## src/rtl/demux_4bit_capture_if.sv

```systemverilog
// Handshake and data bus for the 4-way capture block. The master drives the
// shared data bus and control; the slave (capture block) returns the held
// channel registers, per-channel flags and the frame pulse.
interface demux_4bit_capture_if #(
    parameter int WIDTH = 4
);
    logic [WIDTH-1:0] din;
    logic             c1;
    logic             c0;
    logic             in_valid;
    logic             in_ready;
    logic             auto_mode;
    logic             clr;
    logic [WIDTH-1:0] a;
    logic [WIDTH-1:0] b;
    logic [WIDTH-1:0] c;
    logic [WIDTH-1:0] d;
    logic [3:0]       vld;
    logic             frame_done;

    modport master (
        output din, c1, c0, in_valid, auto_mode, clr,
        input  in_ready, a, b, c, d, vld, frame_done
    );

    modport slave (
        input  din, c1, c0, in_valid, auto_mode, clr,
        output in_ready, a, b, c, d, vld, frame_done
    );
endinterface

```

## src/rtl/demux_4bit_capture.sv

```systemverilog
// Capture end of the 4-way selection path: steers the shared bus into one of
// four held registers, either by {c1,c0} or by an auto-incrementing frame index.
//
// state | meaning
// FILL  | accepting beats (unless clr is high)
// DONE  | one-cycle frame-complete slot: frame_done=1, in_ready=0, vld cleared at its end
module demux_4bit_capture #(
    parameter int               WIDTH   = 4,
    parameter logic [WIDTH-1:0] RST_VAL = '0
) (
    input logic                  clk,
    input logic                  rst_n,
    demux_4bit_capture_if.slave  bus
);

    typedef enum logic {
        ST_FILL = 1'b0,
        ST_DONE = 1'b1
    } state_t;

    state_t           r_state;
    state_t           w_state_eff;
    state_t           w_state_nxt;
    logic [1:0]       r_idx;
    logic [1:0]       w_idx_eff;
    logic [1:0]       w_idx_nxt;
    logic [1:0]       w_target;
    logic             r_auto_prev;
    logic             w_mode_chg;
    logic             w_ready;
    logic             w_accept;
    logic             r_frame_done;
    logic [3:0]       r_vld;
    logic [3:0]       w_vld_nxt;
    logic [WIDTH-1:0] r_regs [4];

    // A mode change restarts the frame in the same cycle, so a beat arriving
    // with the new mode already sees idx=0 and the FILL state.
    always_comb begin
        w_mode_chg  = (bus.auto_mode != r_auto_prev);
        w_idx_eff   = w_mode_chg ? 2'd0 : r_idx;
        w_state_eff = w_mode_chg ? ST_FILL : r_state;
        w_ready     = rst_n && !bus.clr && (w_state_eff == ST_FILL);
        w_accept    = bus.in_valid && w_ready;
        w_target    = bus.auto_mode ? w_idx_eff : {bus.c1, bus.c0};
    end

    // Next-state, index and flag logic; clr overrides everything else.
    always_comb begin
        w_state_nxt = w_state_eff;
        w_idx_nxt   = w_idx_eff;
        w_vld_nxt   = (r_state == ST_DONE) ? 4'b0000 : r_vld;
        if (bus.clr) begin
            w_state_nxt = ST_FILL;
            w_idx_nxt   = 2'd0;
            w_vld_nxt   = 4'b0000;
        end else begin
            if (w_state_eff == ST_DONE) begin
                w_state_nxt = ST_FILL;
            end
            if (!bus.auto_mode) begin
                w_idx_nxt = 2'd0;
            end else if (w_accept) begin
                w_idx_nxt = w_idx_eff + 2'd1;
                if (w_idx_eff == 2'd3) begin
                    w_state_nxt = ST_DONE;
                end
            end
            if (w_accept) begin
                w_vld_nxt[w_target] = 1'b1;
            end
        end
    end

    // Sequencer state, frame index, mode history and frame pulse.
    always_ff @(posedge clk or negedge rst_n) begin
        if (!rst_n) begin
            r_state      <= ST_FILL;
            r_idx        <= 2'd0;
            r_auto_prev  <= 1'b0;
            r_vld        <= 4'b0000;
            r_frame_done <= 1'b0;
        end else begin
            r_state      <= w_state_nxt;
            r_idx        <= w_idx_nxt;
            r_auto_prev  <= bus.auto_mode;
            r_vld        <= w_vld_nxt;
            r_frame_done <= (w_state_nxt == ST_DONE);
        end
    end

    // Channel registers: only the targeted one loads on an accepted beat.
    always_ff @(posedge clk or negedge rst_n) begin
        if (!rst_n) begin
            for (int i = 0; i < 4; i++) r_regs[i] <= RST_VAL;
        end else if (bus.clr) begin
            for (int i = 0; i < 4; i++) r_regs[i] <= RST_VAL;
        end else if (w_accept) begin
            r_regs[w_target] <= bus.din;
        end
    end

    assign bus.in_ready   = w_ready;
    assign bus.a          = r_regs[0];
    assign bus.b          = r_regs[1];
    assign bus.c          = r_regs[2];
    assign bus.d          = r_regs[3];
    assign bus.vld        = r_vld;
    assign bus.frame_done = r_frame_done;

endmodule

```

## src/flat_wrapper.sv

```systemverilog
// flat-port wrapper written by rule: the top's interface ports become plain ports
module demux_4bit_capture_flat 
#(
    parameter int               WIDTH   = 4,
    parameter logic [WIDTH-1:0] RST_VAL = '0
)
  (clk, rst_n, bus_din, bus_c1, bus_c0, bus_in_valid, bus_auto_mode, bus_clr, bus_in_ready, bus_a, bus_b, bus_c, bus_d, bus_vld, bus_frame_done);
  demux_4bit_capture_if #(.WIDTH(WIDTH)) bus_i ();
  input logic clk;
  input logic rst_n;
  input wire logic [$bits(bus_i.din)-1:0] bus_din;
  input wire logic [$bits(bus_i.c1)-1:0] bus_c1;
  input wire logic [$bits(bus_i.c0)-1:0] bus_c0;
  input wire logic [$bits(bus_i.in_valid)-1:0] bus_in_valid;
  input wire logic [$bits(bus_i.auto_mode)-1:0] bus_auto_mode;
  input wire logic [$bits(bus_i.clr)-1:0] bus_clr;
  output wire logic [$bits(bus_i.in_ready)-1:0] bus_in_ready;
  output wire logic [$bits(bus_i.a)-1:0] bus_a;
  output wire logic [$bits(bus_i.b)-1:0] bus_b;
  output wire logic [$bits(bus_i.c)-1:0] bus_c;
  output wire logic [$bits(bus_i.d)-1:0] bus_d;
  output wire logic [$bits(bus_i.vld)-1:0] bus_vld;
  output wire logic [$bits(bus_i.frame_done)-1:0] bus_frame_done;
  assign bus_i.din = bus_din;
  assign bus_i.c1 = bus_c1;
  assign bus_i.c0 = bus_c0;
  assign bus_i.in_valid = bus_in_valid;
  assign bus_i.auto_mode = bus_auto_mode;
  assign bus_i.clr = bus_clr;
  assign bus_in_ready = bus_i.in_ready;
  assign bus_a = bus_i.a;
  assign bus_b = bus_i.b;
  assign bus_c = bus_i.c;
  assign bus_d = bus_i.d;
  assign bus_vld = bus_i.vld;
  assign bus_frame_done = bus_i.frame_done;
  demux_4bit_capture #(.WIDTH(WIDTH), .RST_VAL(RST_VAL)) u_core (.clk(clk), .rst_n(rst_n), .bus(bus_i));
endmodule
```

## config.mk

```make
export PLATFORM = sky130hd
export DESIGN_NAME = demux_4bit_capture_flat
export DESIGN_NICKNAME = d
export VERILOG_FILES = /design/src/rtl/demux_4bit_capture_if.sv /design/src/rtl/demux_4bit_capture.sv /design/src/flat_wrapper.sv
export SDC_FILE = /design/constraint.sdc
export NUM_CORES = 1
export LEC_CHECK = 0
export CORE_MARGIN = 2
export CORE_UTILIZATION = 46
export DETAILED_ROUTE_END_ITERATION = 8
export PLACE_DENSITY_LB_ADDON = 0.15
export SYNTH_ARGS = -nofsm -noshare
export SYNTH_HDL_FRONTEND = slang
export SYNTH_SLANG_ARGS = --single-unit
```

## constraint.sdc

```tcl
create_clock -name clk -period 1.8 [get_ports clk]
set_input_delay 0.36 -clock clk [delete_from_list [all_inputs] [get_ports clk]]
set_output_delay 0.36 -clock clk [all_outputs]
set_load 0.02 [all_outputs]
```

; After elaboration in Yosys (flattened, before gate mapping)
; Index checks and enable logic that the tools add are counted.
; Widths: inputs -> output; s select.
[word_totals]
wordCells = 45
register_bits = 24
output_inout_bits = 22
[classes]
muxes = 20
n_lt_le_gt_ge = 4
add_sub_neg = 1
n_eq_ne = 2
bitwise = 3
n_reduce_logical = 7
[op_table]
columns = cell, n
row1 = $mux 16, 2
row2 = $bwmux 16, 1
row3 = $mux 4, 4
row4 = $mux 2, 5
row5 = $demux 4 s2, 1
row6 = $mux 1, 6
row7 = $logic_and 1x1->1, 5
row8 = $or 4x4->4, 1
row9 = $ge 3x3->1 const B, 1
row10 = $lt 2x3->1 const B, 1
row11 = $lt 3x1->1 const B, 1
row12 = $not 2->3, 1
row13 = $add 2x1->2 const B, 1
row14 = $demux 1 s2, 1
row15 = $eq 2x2->1 const B, 1
row16 = $ge 2x1->1 const B, 1
row17 = $reduce_bool 2->1, 1
row18 = $logic_not 1->1, 1
row19 = $ne 1x1->1, 1
row20 = $not 1->1, 1

; Depth between registers and ports, before layout
; Gate-level depths: netlist of the first run.
[logic_depth]
word_depth = 11
depth_mapped = 6
depth_no_buf = 4

; Least setup slack after synthesis of the first run
; Ideal clock, no wire load.
[synth_timing]
path_kind = input-to-reg
from = in bus_auto_mode
to = reg u_core.r_regs (netlist bit u_core.bus.b[0])
setup_ns = 0.136
cell_stages = 5
setup_slack_ns = 0.246
required_ns = 1.664
arrival_ns = 1.418
path_cell_list = clkbuf_2 > nand2b_1 > a221o_2 > o21ai_0 > a21oi_1
[synth_between]
elab_chain_cells = 11
[synth_rtl]
columns = element, line
row1 = from (decl), flat_wrapper.sv:15  ; input wire logic [$bits(bus_i.auto_mode)-1:0] bus_auto_mode;
row2 = $ne 1x1->1, demux_4bit_capture.sv:40  ; w_mode_chg = (bus.auto_mode != r_auto_prev);
row3 = $mux 2, demux_4bit_capture.sv:41  ; w_idx_eff = w_mode_chg ? 2'd0 : r_idx;
row4 = $mux 2, demux_4bit_capture.sv:45  ; w_target = bus.auto_mode ? w_idx_eff : {bus.c1, bus.c0};
row5 = $not 2->3 (implied by the code), demux_4bit_capture.sv:99  ; r_regs[w_target] <= bus.din;
row6 = $ge 3x3->1 (implied by the code) or $lt 3x1->1 (tied branches), demux_4bit_capture.sv:99
row7 = $logic_and 1x1->1 (implied by the code), demux_4bit_capture.sv:99
row8 = $mux 4 (implied by the code), demux_4bit_capture.sv:99
row9 = $demux 4 s2, demux_4bit_capture.sv:99
row10 = $bwmux 16, demux_4bit_capture.sv:99
row11 = $mux 16, demux_4bit_capture.sv:98  ; end else if (w_accept) begin
row12 = $mux 16, demux_4bit_capture.sv:96  ; end else if (bus.clr) begin
row13 = "to (signal, indexed assignment)", demux_4bit_capture.sv:99
row14 = to (decl), demux_4bit_capture.sv:35  ; logic [WIDTH-1:0] r_regs [4];
; Parallel ways exist; a longest one is shown, timed or not. The select of a mux whose other input is x is not followed.
; A chain may end at the register's enable or synchronous reset.

; Worst setup path after layout of the first run
[layout_timing]
from = in bus_auto_mode
to = reg u_core.r_regs (netlist bit u_core.bus.d[2])
; The elaborated chain is that of the path after synthesis.

==> results of run 1 <==
[sequential cells by signal, indices dropped and copies added (netlist names)]
register and cells:
u_core.bus.a 4, u_core.r_state 1, u_core.bus.d 4, u_core.bus.vld 4
u_core.r_auto_prev 1, u_core.bus.c 4, u_core.bus.b 4, u_core.r_idx 2
[worst min path at each step]
stage / from / endpoint
2_1_floorplan: rst_n / u_core.bus.a[0]$_DFFE_PN0P_
3_3_place_gp: u_core.bus.d[1]$_DFFE_PN0P_ / u_core.bus.d[1]$_DFFE_PN0P_
3_5_place_dp: u_core.bus.b[3]$_DFFE_PN0P_ / u_core.bus.b[3]$_DFFE_PN0P_
4_1_cts: rst_n / u_core.bus.a[1]$_DFFE_PN0P_
5_1_grt: rst_n / u_core.bus.a[1]$_DFFE_PN0P_
6_report: rst_n / u_core.bus.a[1]$_DFFE_PN0P_
[layout by cell type, fill, tap and decap left out, types with 2 or more instances in the layout]
cell	synthesis	final
a21oi_1	18	18
buf_4	0	11
buf_6	0	2
clkbuf_4	0	3
clkdlybuf4s50_1	0	30
dfrtp_1	24	24
mux2_2	4	4
nand2_1	2	2
nand2b_1	4	3
nand3_1	14	13
nor2_1	3	3
nor2b_1	7	7
o21ai_0	12	8
o21ai_1	0	4
[metrics by stage]
stage | total power (W) | utilization, % | setup TNS [ns] | worst slack (ns) | cell area [sq um]
6_report | 0.00110 | 68.5 | 0 | 0.0721 | 1670
5_1_grt | 0.00114 | 68.5 | -0.00911 | -0.00911 | 1670
4_1_cts | 0.00110 | 67.8 | 0 | 0.00866 | 1650
3_5_place_dp | 0.000714 | 65.5 | -7.28 | -0.425 | 1590
3_3_place_gp | 0.000711 | 65.5 | -5.78 | -0.309 | 1590
2_1_floorplan | 0.000627 | - | 0 | 0.246 | 1160
[layer usage]
| metal | vias up | track usage (%) | wire length, um |
|---|---|---|---|
| met2 | 19 | 38.4 | 1500 |
| li1 | 488 | - | - |
| met1 | 520 | 28.8 | 1230 |
| met5 | - | 0 | 0 |
| met3 | 2 | 3.06 | 111 |
| met4 | 0 | 6.25 | 10 |
[layout make-up]
| type | instances | area, sq um |
|---|---|---|
| multi-input cells | 80 | 548 |
| clock inverters | 1 | 30.0 |
| clock buffers | 3 | 22.5 |
| inverters | 1 | 3.75 |
| well taps | 30 | 37.5 |
| flip-flops and latches | 24 | 601 |
| fillers | 214 | 767 |
| repair buffers | 45 | 423 |
[worst max-delay path, stage by stage]
cell and delay [ns]:
clkdlybuf4s50_1 0.47, buf_4 0.20, nand2b_2 0.22, a221o_2 0.43, o21ai_0 0.18, a21oi_1 0.08
[cell families after synthesis]
group                  synth area share [%]
AO/OA/AOI/OAI                          19.1
XOR/XNOR                               2.16
buffers and inverters                  2.16
flip-flops                             51.8
multiplexers                           3.89
AND/OR/NAND/NOR                        20.8
[report_power, final]
part           internal, W  total (W)  switching, W  leakage (nW)
Sequential        0.000547   0.000553    0.00000568         0.331
Clock             0.000225   0.000389      0.000164        0.0279
Combinational    0.0000691   0.000153     0.0000842         0.335
[timing repair]
action / CTS / global route
gates cloned: 0 / 0
gates resized for setup: 7 / 7
pin swaps: 1 / 2
endpoints found under the setup margin: 9 / 18
==> reports/qor.csv, run 1 <==
metric;value;unit
gp_congestion;0.791;
tightest_slew;0.346;ns
crit_path_end;u_core.bus.d[2]$_DFFE_PN0P_;
critPathLaunchType;input port;
critical_path_required;2.01;ns
core_region_area;2430;sq um
netlist_top_cells_area;dfrtp_1 52%, a21oi_1 7.8%, nand3_1 6.0%;
synth.lib_cells_used.distinct;29;
setup_viol;0;
regToRegEndpoint;u_core.bus.d[2]$_DFFE_PN0P_;
worstPathArrival;1.93;ns
synth_commonest_cells;24 x dfrtp_1, 18 x a21oi_1, 14 x nand3_1;
syn_inst;110;
crit_fanout;8;
number_of_global_route_vias_before_repair;1029;
dp.final_hpwl;2140;um
finalHoldViolations;0;
synth.yosys.warnings;0;
setup_slack_of_the_most_critical_reg_to_reg_path;0.21;ns
wl_per_cell;15.5;um
power.static_leakage;0.694;nW
crit_path_start;bus_auto_mode;
drv.max_cap_violation_count;0;
antenna_cells_inserted;0;
crit-reg2reg-launch;u_core.r_auto_prev$_DFF_PN0_;
route.vias.total;1029;
final_net_count;166;
proportion_of_synthesized_flip_flops_having_asynchronous_set_or_reset;100;%
drt_first_iter_violations;18;
ios;33;
synth_edf_count;0;
mean_area_per_synthesized_cell;10.5;sq um
drtPass1Iterations;4;
floorplan.die.height;54.2;um
finalClockSkew;0.00386;ns
ctsLongestPathBuffers;2;
final_max_slew_viol_count;0;
postSynthNetCount;121;
portion_of_the_clock_cycle_consumed_by_the_worst_path_in_the_final_layout;96.0;%
drive_gt1_share;20.8;%
core.rowCount;18;
antenna_left;0;
dieWidth;54.2;um
finalNonFillerCells;184;
post-synth-top-count-cell;dfrtp_1;
synth_seq_cells;24;
fraction_of_post_synthesis_cell_area_in_the_top_cell_type_by_area;51.8;%
areaGrowthSynthToFinish;43.7;%
drt_drc_violations_left;0;
io_buffers;32;
ys_seq_area_share;51.8;%
worst_setup_path_end_kind;flip-flop;
worst-r2r-cell-count;5;
grt_overflow;0;
cts_h_tree_depth;1;
cts_clock_pin_slew_for_the_worst_setup_and_hold_paths;0.14;ns
synthesis.area;1160;sq um
route.detailed.vias_per_inst;5.59;
cellPowerDensity;658;nW/um^2
routed_wl;2850;um
numClockSinks;24;
synth.largest_area_cell;dfrtp_1;
grt_first_pass_wirelength;4720;um
holdWs;0.0161;ns
postCtsSetupBuffers;0;
grt_max_degree;24;
f_max;579;MHz
clkLatencyLatePin;0.31;ns
timing.final.crit_period;1.73;ns
synth_top_flop_cell;dfrtp_1;
slew_headroom;76.9;%
worst_ir_drop_vdd;466;uV
cts_hold_repair.buffers;0;
outcome;finished, final reports clean;
gr-usage-all-layers;22.2;%
initial_utilization;47.6;%
clock-root-buffer;clkbuf_4;
holdCritPathClass;in -> async;
antenna_found_initial;0;
dp.cells;180;
path_class;in -> reg;
number_of_buffers_created_by_cts;3;
die_area;2940;sq um
cts_tree;built;
Power figures use the tool's default switching activity.
==> run 2, diff against run 1 <==
--- a/config.mk
+++ b/config.mk
@@ -5,6 +5,7 @@
 export SDC_FILE = /design/constraint.sdc
 export NUM_CORES = 1
 export LEC_CHECK = 0
+export ABC_CLOCK_PERIOD_IN_PS = 1800
 export CORE_MARGIN = 2
 export CORE_UTILIZATION = 46
 export DETAILED_ROUTE_END_ITERATION = 8
==> results of run 2 <==
The final DEF is identical to that of run 1; final timing and power are the same.
==> run 3, diff against run 2 <==
--- a/config.mk
+++ b/config.mk
@@ -10,6 +10,7 @@
 export CORE_UTILIZATION = 46
 export DETAILED_ROUTE_END_ITERATION = 8
 export PLACE_DENSITY_LB_ADDON = 0.15
+export REMOVE_ABC_BUFFERS = 1
 export SYNTH_ARGS = -nofsm -noshare
 export SYNTH_HDL_FRONTEND = slang
 export SYNTH_SLANG_ARGS = --single-unit
==> run 3 against run 2 <==
  * Sequential cell count is the same
  * Critical path type unchanged
  * Routed wire length grew 1.5%
  * Maximum frequency grew 0.75%
  * Final area grew 0.83%
  * Sequential power is essentially flat
  * Final cell count grew 2.2%
==> reports/qor.csv, run 3 (synthesis results as in run 1) <==
metric;value;unit;change
ios;33;;unchanged
clock-root-buffer;clkbuf_4;;
core_region_area;2430;sq um;unchanged
route.detailed.vias_per_inst;5.54;;-0.89%
grt_first_pass_wirelength;4460;um;-5.6%
finalNonFillerCells;188;;+2.2%
antenna_left;0;;unchanged
dieWidth;54.2;um;unchanged
drt_drc_violations_left;0;;unchanged
worst_ir_drop_vdd;569;uV;+22%
wl_per_cell;15.4;um;-0.62%
portion_of_the_clock_cycle_consumed_by_the_worst_path_in_the_final_layout;95.3;%;-0.71 points
antenna_cells_inserted;0;;unchanged
worstPathArrival;1.92;ns;about the same
tightest_slew;0.321;ns;-0.0257 ns
cts_clock_pin_slew_for_the_worst_setup_and_hold_paths;0.13;ns;about the same
core.rowCount;18;;unchanged
finalHoldViolations;0;;unchanged
sw_frac_of_total;25.5;%;+2.3 points
cellPowerDensity;594;nW/um^2;-9.7%
routed_wl;2900;um;+1.5%
layout_common_cells;29 x clkdlybuf4s50_1, 24 x dfrtp_1, 18 x a21oi_1;;
gr-usage-all-layers;21.1;%;-1.1 points
timing.final.crit_period;1.72;ns;-0.0129 ns
number_of_global_route_vias_before_repair;952;;-7.5%
drv.max_cap_violation_count;0;;unchanged
crit_fanout;5;;-3
route.vias.total;1042;;+1.3%
final_net_count;170;;+2.4%
antenna_found_initial;0;;unchanged
areaGrowthSynthToFinish;44.9;%;
critical_path_required;2.01;ns;about the same
postLayoutCellArea;1680;sq um;+0.83%
floorplan.die.height;54.2;um;unchanged
regToRegEndpoint;u_core.bus.d[0]$_DFFE_PN0P_;;
drt_first_iter_violations;16;;-2
final_common_cell;clkdlybuf4s50_1;;
path_class;in -> reg;;
internal_power;0.000743;W;-12%
setup_viol;0;;unchanged
fill_cells;203;;-5.1%
grt_max_degree;24;;unchanged
initial_utilization;47.6;%;unchanged
gp_congestion;0.800;;+1.2%
grt_setup_unrepaired;no;;
power_frac_seq;55.4;%;+4.9 points
ctsLongestPathBuffers;2;;unchanged
dp.final_hpwl;2080;um;-2.8%
numClockSinks;24;;unchanged
grt_overflow;0;;unchanged
slew_headroom;78.6;%;+1.7 points
crit-reg2reg-launch;u_core.r_auto_prev$_DFF_PN0_;;
drive_gt1_share;22.8;%;+2.0 points
number_of_buffers_created_by_cts;3;;unchanged
dpl_cell_area;1610;sq um;+0.94%
clkLatencyLatePin;0.31;ns;about the same
holdCritPathClass;in -> async;;
worst-r2r-cell-count;5;;unchanged
final_max_slew_viol_count;0;;unchanged
worst_setup_path_end_kind;flip-flop;;
drtPass1Iterations;4;;unchanged
power.static_leakage;0.728;nW;+4.9%
power_switching;0.000254;W;about the same
die_area;2940;sq um;unchanged
outcome;finished, final reports clean;;
io_buffers;32;;unchanged
setup_slack_of_the_most_critical_reg_to_reg_path;0.24;ns;+0.03 ns
finalClockSkew;0.00210;ns;-0.00176 ns
cts_tree;built;;
clkPwrFrac;28.7;%;-6.8 points
f_max;583;MHz;+0.75%
cts_h_tree_depth;1;;unchanged
dp.cells;182;;+1.1%
combinationalPowerShare;15.9;%;+1.9 points
critPathLaunchType;input port;;
[run 3: critical path, cell delays in order]
cell             delay (ns)
clkdlybuf4s50_1        0.53
buf_6                  0.12
nand3b_1               0.20
a21oi_4                0.23
nand4_4                0.17
mux2_2                 0.31
[run 3: timing repair]
item	in CTS	in global routing
setup endpoints to repair	2	15
resized for setup	4	12
setup buffers	0	2
hold buffers	0	0
pin swaps	1	3
hold endpoints to repair	0	0
[run 3: power by group through the flow]
stage	Sequential [W]	Clock [W]	Combinational [W]
finish	0.000552	0.000286	0.000158
global route	0.000554	0.000315	0.000171
CTS	0.000552	0.000299	0.000153
detailed placement	0.000563	0	0.000152
global placement	0.000562	0	0.000148
floorplan	0.000572	0	0.0000472
[run 3: final cells by class]
class                           count  area (sq um)  area share (%)
Clock buffer                        4          36.3            2.16
Tap cell                           30          37.5            2.24
Multi-Input combinational cell     80           546            32.5
Sequential cell                    24           601            35.8
Inverter                            1          3.75           0.224
Timing Repair Buffer               49           455            27.1
[run 3: how the worst max path moves through the flow]
stage	start	slack (ns)	to	depth (start not counted)
4_1_cts	bus_auto_mode	0.003	u_core.bus.b[1]$_DFFE_PN0P_	6
6_report	rst_n	0.08	u_core.bus.c[1]$_DFFE_PN0P_	6
5_1_grt	rst_n	0.003	u_core.bus.c[1]$_DFFE_PN0P_	6
3_3_place_gp	bus_clr	-0.29	bus_in_ready	4
3_5_place_dp	rst_n	-0.35	u_core.bus.c[1]$_DFFE_PN0P_	6
2_1_floorplan	u_core.r_auto_prev$_DFF_PN0_	0.34	u_core.bus.c[0]$_DFFE_PN0P_	4
[run 3: per-stage QoR]
step                      total power (W)  hold WS, ns  setup TNS (ns)  setup slack (ns)  utilization [%]
final                            0.000997        0.463               0            0.0850             69.0
after global routing              0.00104        0.458               0           0.00268             69.0
after CTS                         0.00100        0.396               0           0.00280             67.8
after detailed placement         0.000714        0.534           -6.99            -0.348             66.1
after global placement           0.000710        0.525           -5.80            -0.293             66.1
after floorplan                  0.000619       0.0644               0             0.336                -
[run 3: routing by layer]
layer  global-route usage, %  wire [um]  vias up
met5                       0          0        -
li1                        -          -      496
met2                    35.7       1410       26
met3                    2.78        152        2
met4                    5.00         12        0
met1                    28.5       1320      518
==> RTL edit (settings of run 2) <==
`WIDTH` is set to 4 in 3 places; all go to 6.
--- a/src/rtl/demux_4bit_capture_if.sv
+++ b/src/rtl/demux_4bit_capture_if.sv
@@ -3,5 +3,5 @@
 // channel registers, per-channel flags and the frame pulse.
 interface demux_4bit_capture_if #(
-    parameter int WIDTH = 4
+    parameter int WIDTH = 6
 );
     logic [WIDTH-1:0] din;
--- a/src/rtl/demux_4bit_capture.sv
+++ b/src/rtl/demux_4bit_capture.sv
@@ -6,5 +6,5 @@
 // DONE  | one-cycle frame-complete slot: frame_done=1, in_ready=0, vld cleared at its end
 module demux_4bit_capture #(
-    parameter int               WIDTH   = 4,
+    parameter int               WIDTH   = 6,
     parameter logic [WIDTH-1:0] RST_VAL = '0
 ) (
--- a/src/flat_wrapper.sv
+++ b/src/flat_wrapper.sv
@@ -2,5 +2,5 @@
 module demux_4bit_capture_flat 
 #(
-    parameter int               WIDTH   = 4,
+    parameter int               WIDTH   = 6,
     parameter logic [WIDTH-1:0] RST_VAL = '0
 )
Ports: changed (5 resized); port bits go from 33 to 43. No check against the original RTL was run, so the function may have changed too.
==> RTL edit against run 2 <==
Sequential cell count up 8. Largest power group unchanged. Synthesized cell count up 18%. Worst setup slack worse by 0.032 ns. Routed wire length up 23%. Maximum frequency down 1.8%. First-iteration DRC count up 78%. Synthesized area up 26%. Power up 17%. Largest cell class unchanged. Design area up 27%. Sequential power up 33%.
==> RTL edit: results (changes against run 2) <==
** Synthesis
- Synthesized net count :: 143 (+18%)
- The proportion of synthesized chip area in sequential cells was 54.8% (+3.0 points).
- After synthesis, the cell types taking the most area are sky130_fd_sc_hd__dfrtp_1 (55%), sky130_fd_sc_hd__mux2i_1 (12%), sky130_fd_sc_hd__nor2_1 (5.7%).
- Synth cell types :: 26 (-10%)
- The async set-reset flop share out of synthesis is 100% (unchanged).
- Number of warning messages in the yosys log :: 0 (unchanged)
- The commonest cells after synthesis are sky130_fd_sc_hd__dfrtp_1 (32), sky130_fd_sc_hd__nor2_1 (22), sky130_fd_sc_hd__mux2i_1 (18).

** Timing
- The worst setup skew after layout came to 0.00714 ns (+0.00328 ns).
- Final hold viol count :: 0 (unchanged)
- Slew at the pin with the worst max-slew slack :: 0.387 ns (+0.0405 ns)

** Place
- DP Wirelength :: 2610 um (+22%)
- The final RePlAce weighted congestion was 0.779 (-1.5%).
- The count of buffers inserted at the top-level ports came to 42 (+31%).

** Global route
- The met3 track demand over resource in global routing is 8.53% (+5.5 points).
- The global-route track usage on met2 is 35.9% (-2.5 points).
- The global-route track usage on met1 was 26.3% (-2.4 points).
- Wire length of the first global-routing pass :: 5750 um (+22%)
- The total global-route track usage is 21.8% (-0.41 points).
- Initial antenna violation count :: 0 (unchanged)
- The via count of the first global-routing pass came to 1273 (+24%).
- The largest net degree at the start of global routing was 31 (+29%).

** Run status
- Status :: finished, final reports clean

** Worst setup path
- Critical Path AT :: 1.97 ns (+0.04 ns)
- Setup slack on the worst flop-to-flop path :: 0.11 ns (-0.10 ns)
- Length in cells of the worst reg-to-reg path :: 6 (+1)
- Startpoint of the worst register-to-register path :: u_core.r_auto_prev
- Destination of the worst register-to-register timing path :: u_core.bus.d[4]
- The largest fanout on the critical path is 3 (-5).

** Clocking
- CTS Buf Count :: 5 (+2)
- Number of H-tree levels :: 2 (+1)
- CTS placed an instance of sky130_fd_sc_hd__clkbuf_4 at the clock tree root.
- Clk Latency, worst-skew pair :: 0.33 ns (+0.02 ns)
- Number of buffers on the longest clock path :: 2 (unchanged)
- Clk slew on worst S/H paths :: 0.10 ns (-0.04 ns)

** Min path
- Tightest Hold Check Type :: in -> async

** Detailed routing
- Number of detailed-route iterations in the first pass :: 4 (unchanged)
- The number of violations reported at the end of detailed-routing iteration 0 is 32 (+14).
- Avg WL per Cell :: 15.0 um (-3.4%)
- The via-per-instance ratio was 5.23 (-6.4%).

** Pwr
- The leakage power of the design is 0.851 nW (+23%).
- Worst IR drop on VDD :: 484 uV (+3.8%)

** Finish
- The total number of nets in the final design is 204 (+23%).
- Layout filler cell count :: 230 (+7.5%)
- Share of final-layout standard cells stronger than drive strength 1 :: 16.8% (-4.0 points)
- The antenna diode count was 0 (unchanged).
[RTL edit: what timing repair did]
item / in CTS / in global routing
setup buffers: 0 / 0
cloned: 0 / 0
resized for setup: 5 / 3
endpoints found under the setup margin: 16 / 4
hold buffers: 0 / 0
pin swaps: 2 / 1
[RTL edit: worst max-delay path, stage by stage]
cell,delay [ns]
sky130_fd_sc_hd__clkdlybuf4s50_1,0.50
sky130_fd_sc_hd__or3b_4,0.40
sky130_fd_sc_hd__a221oi_4,0.29
sky130_fd_sc_hd__buf_4,0.18
sky130_fd_sc_hd__mux2i_1,0.19
sky130_fd_sc_hd__nor2_1,0.06
[RTL edit: cells by family (layout without fill, tap and decap cells)]
group | after synthesis | count (layout) | share of synthesized area [%]
buf+inv | 9 | 70 | 2.48
simple gates | 42 | 42 | 14.6
compound gates | 27 | 27 | 14.1
xor+xnor | 2 | 2 | 1.71
mux | 18 | 18 | 12.3
flops | 32 | 32 | 54.8
[RTL edit: stage by stage]
| step | cell area (um^2) | utilization (%) | hold WS [ns] | instances | setup slack (ns) |
|---|---|---|---|---|---|
| 6_report | 2110 | 69.8 | 0.436 | 235 | 0.0405 |
| 2_1_floorplan | 1460 | - | 0.0644 | 130 | 0.0603 |
| 4_1_cts | 2110 | 69.7 | 0.442 | 235 | 0.0248 |
| 3_5_place_dp | 2060 | 68.0 | 0.520 | 228 | -0.447 |
| 3_3_place_gp | 2060 | 68.0 | 0.495 | 228 | -0.380 |
| 5_1_grt | 2110 | 69.8 | 0.447 | 235 | 0.000546 |
[RTL edit: worst max-delay path by stage]
stage	start	endpoint
floorplan	bus_auto_mode	u_core.bus.b[4]
global placement	bus_auto_mode	u_core.bus.c[2]
detailed placement	bus_auto_mode	u_core.bus.c[5]
CTS	bus_c0	u_core.bus.b[0]
global route	bus_c1	u_core.bus.c[5]
finish	bus_c0	u_core.bus.b[3]
[RTL edit: cell type report]
class | instances | area (um^2) | area share [%]
Clock buffer | 6 | 41.3 | 1.95
Tap cell | 44 | 55.1 | 2.61
Clock inverter | 1 | 5.00 | 0.237
Timing Repair Buffer | 60 | 569 | 26.9
Multi-Input combinational cell | 89 | 631 | 29.8
Inverter | 3 | 11.3 | 0.533
Sequential cell | 32 | 801 | 37.9
[RTL edit: power by group]
group          internal, mW  switching [mW]  leakage, nW
logic                0.0761          0.0932        0.380
registers             0.727         0.00619        0.443
clock network         0.144           0.232       0.0281
[RTL edit: per-layer routing]
layer / wire (um) / share of wire, %
met1: 1540 / 44
met2: 1680 / 48
met3: 256 / 7.3
met4: 42 / 1.2
met5: 0 / 0
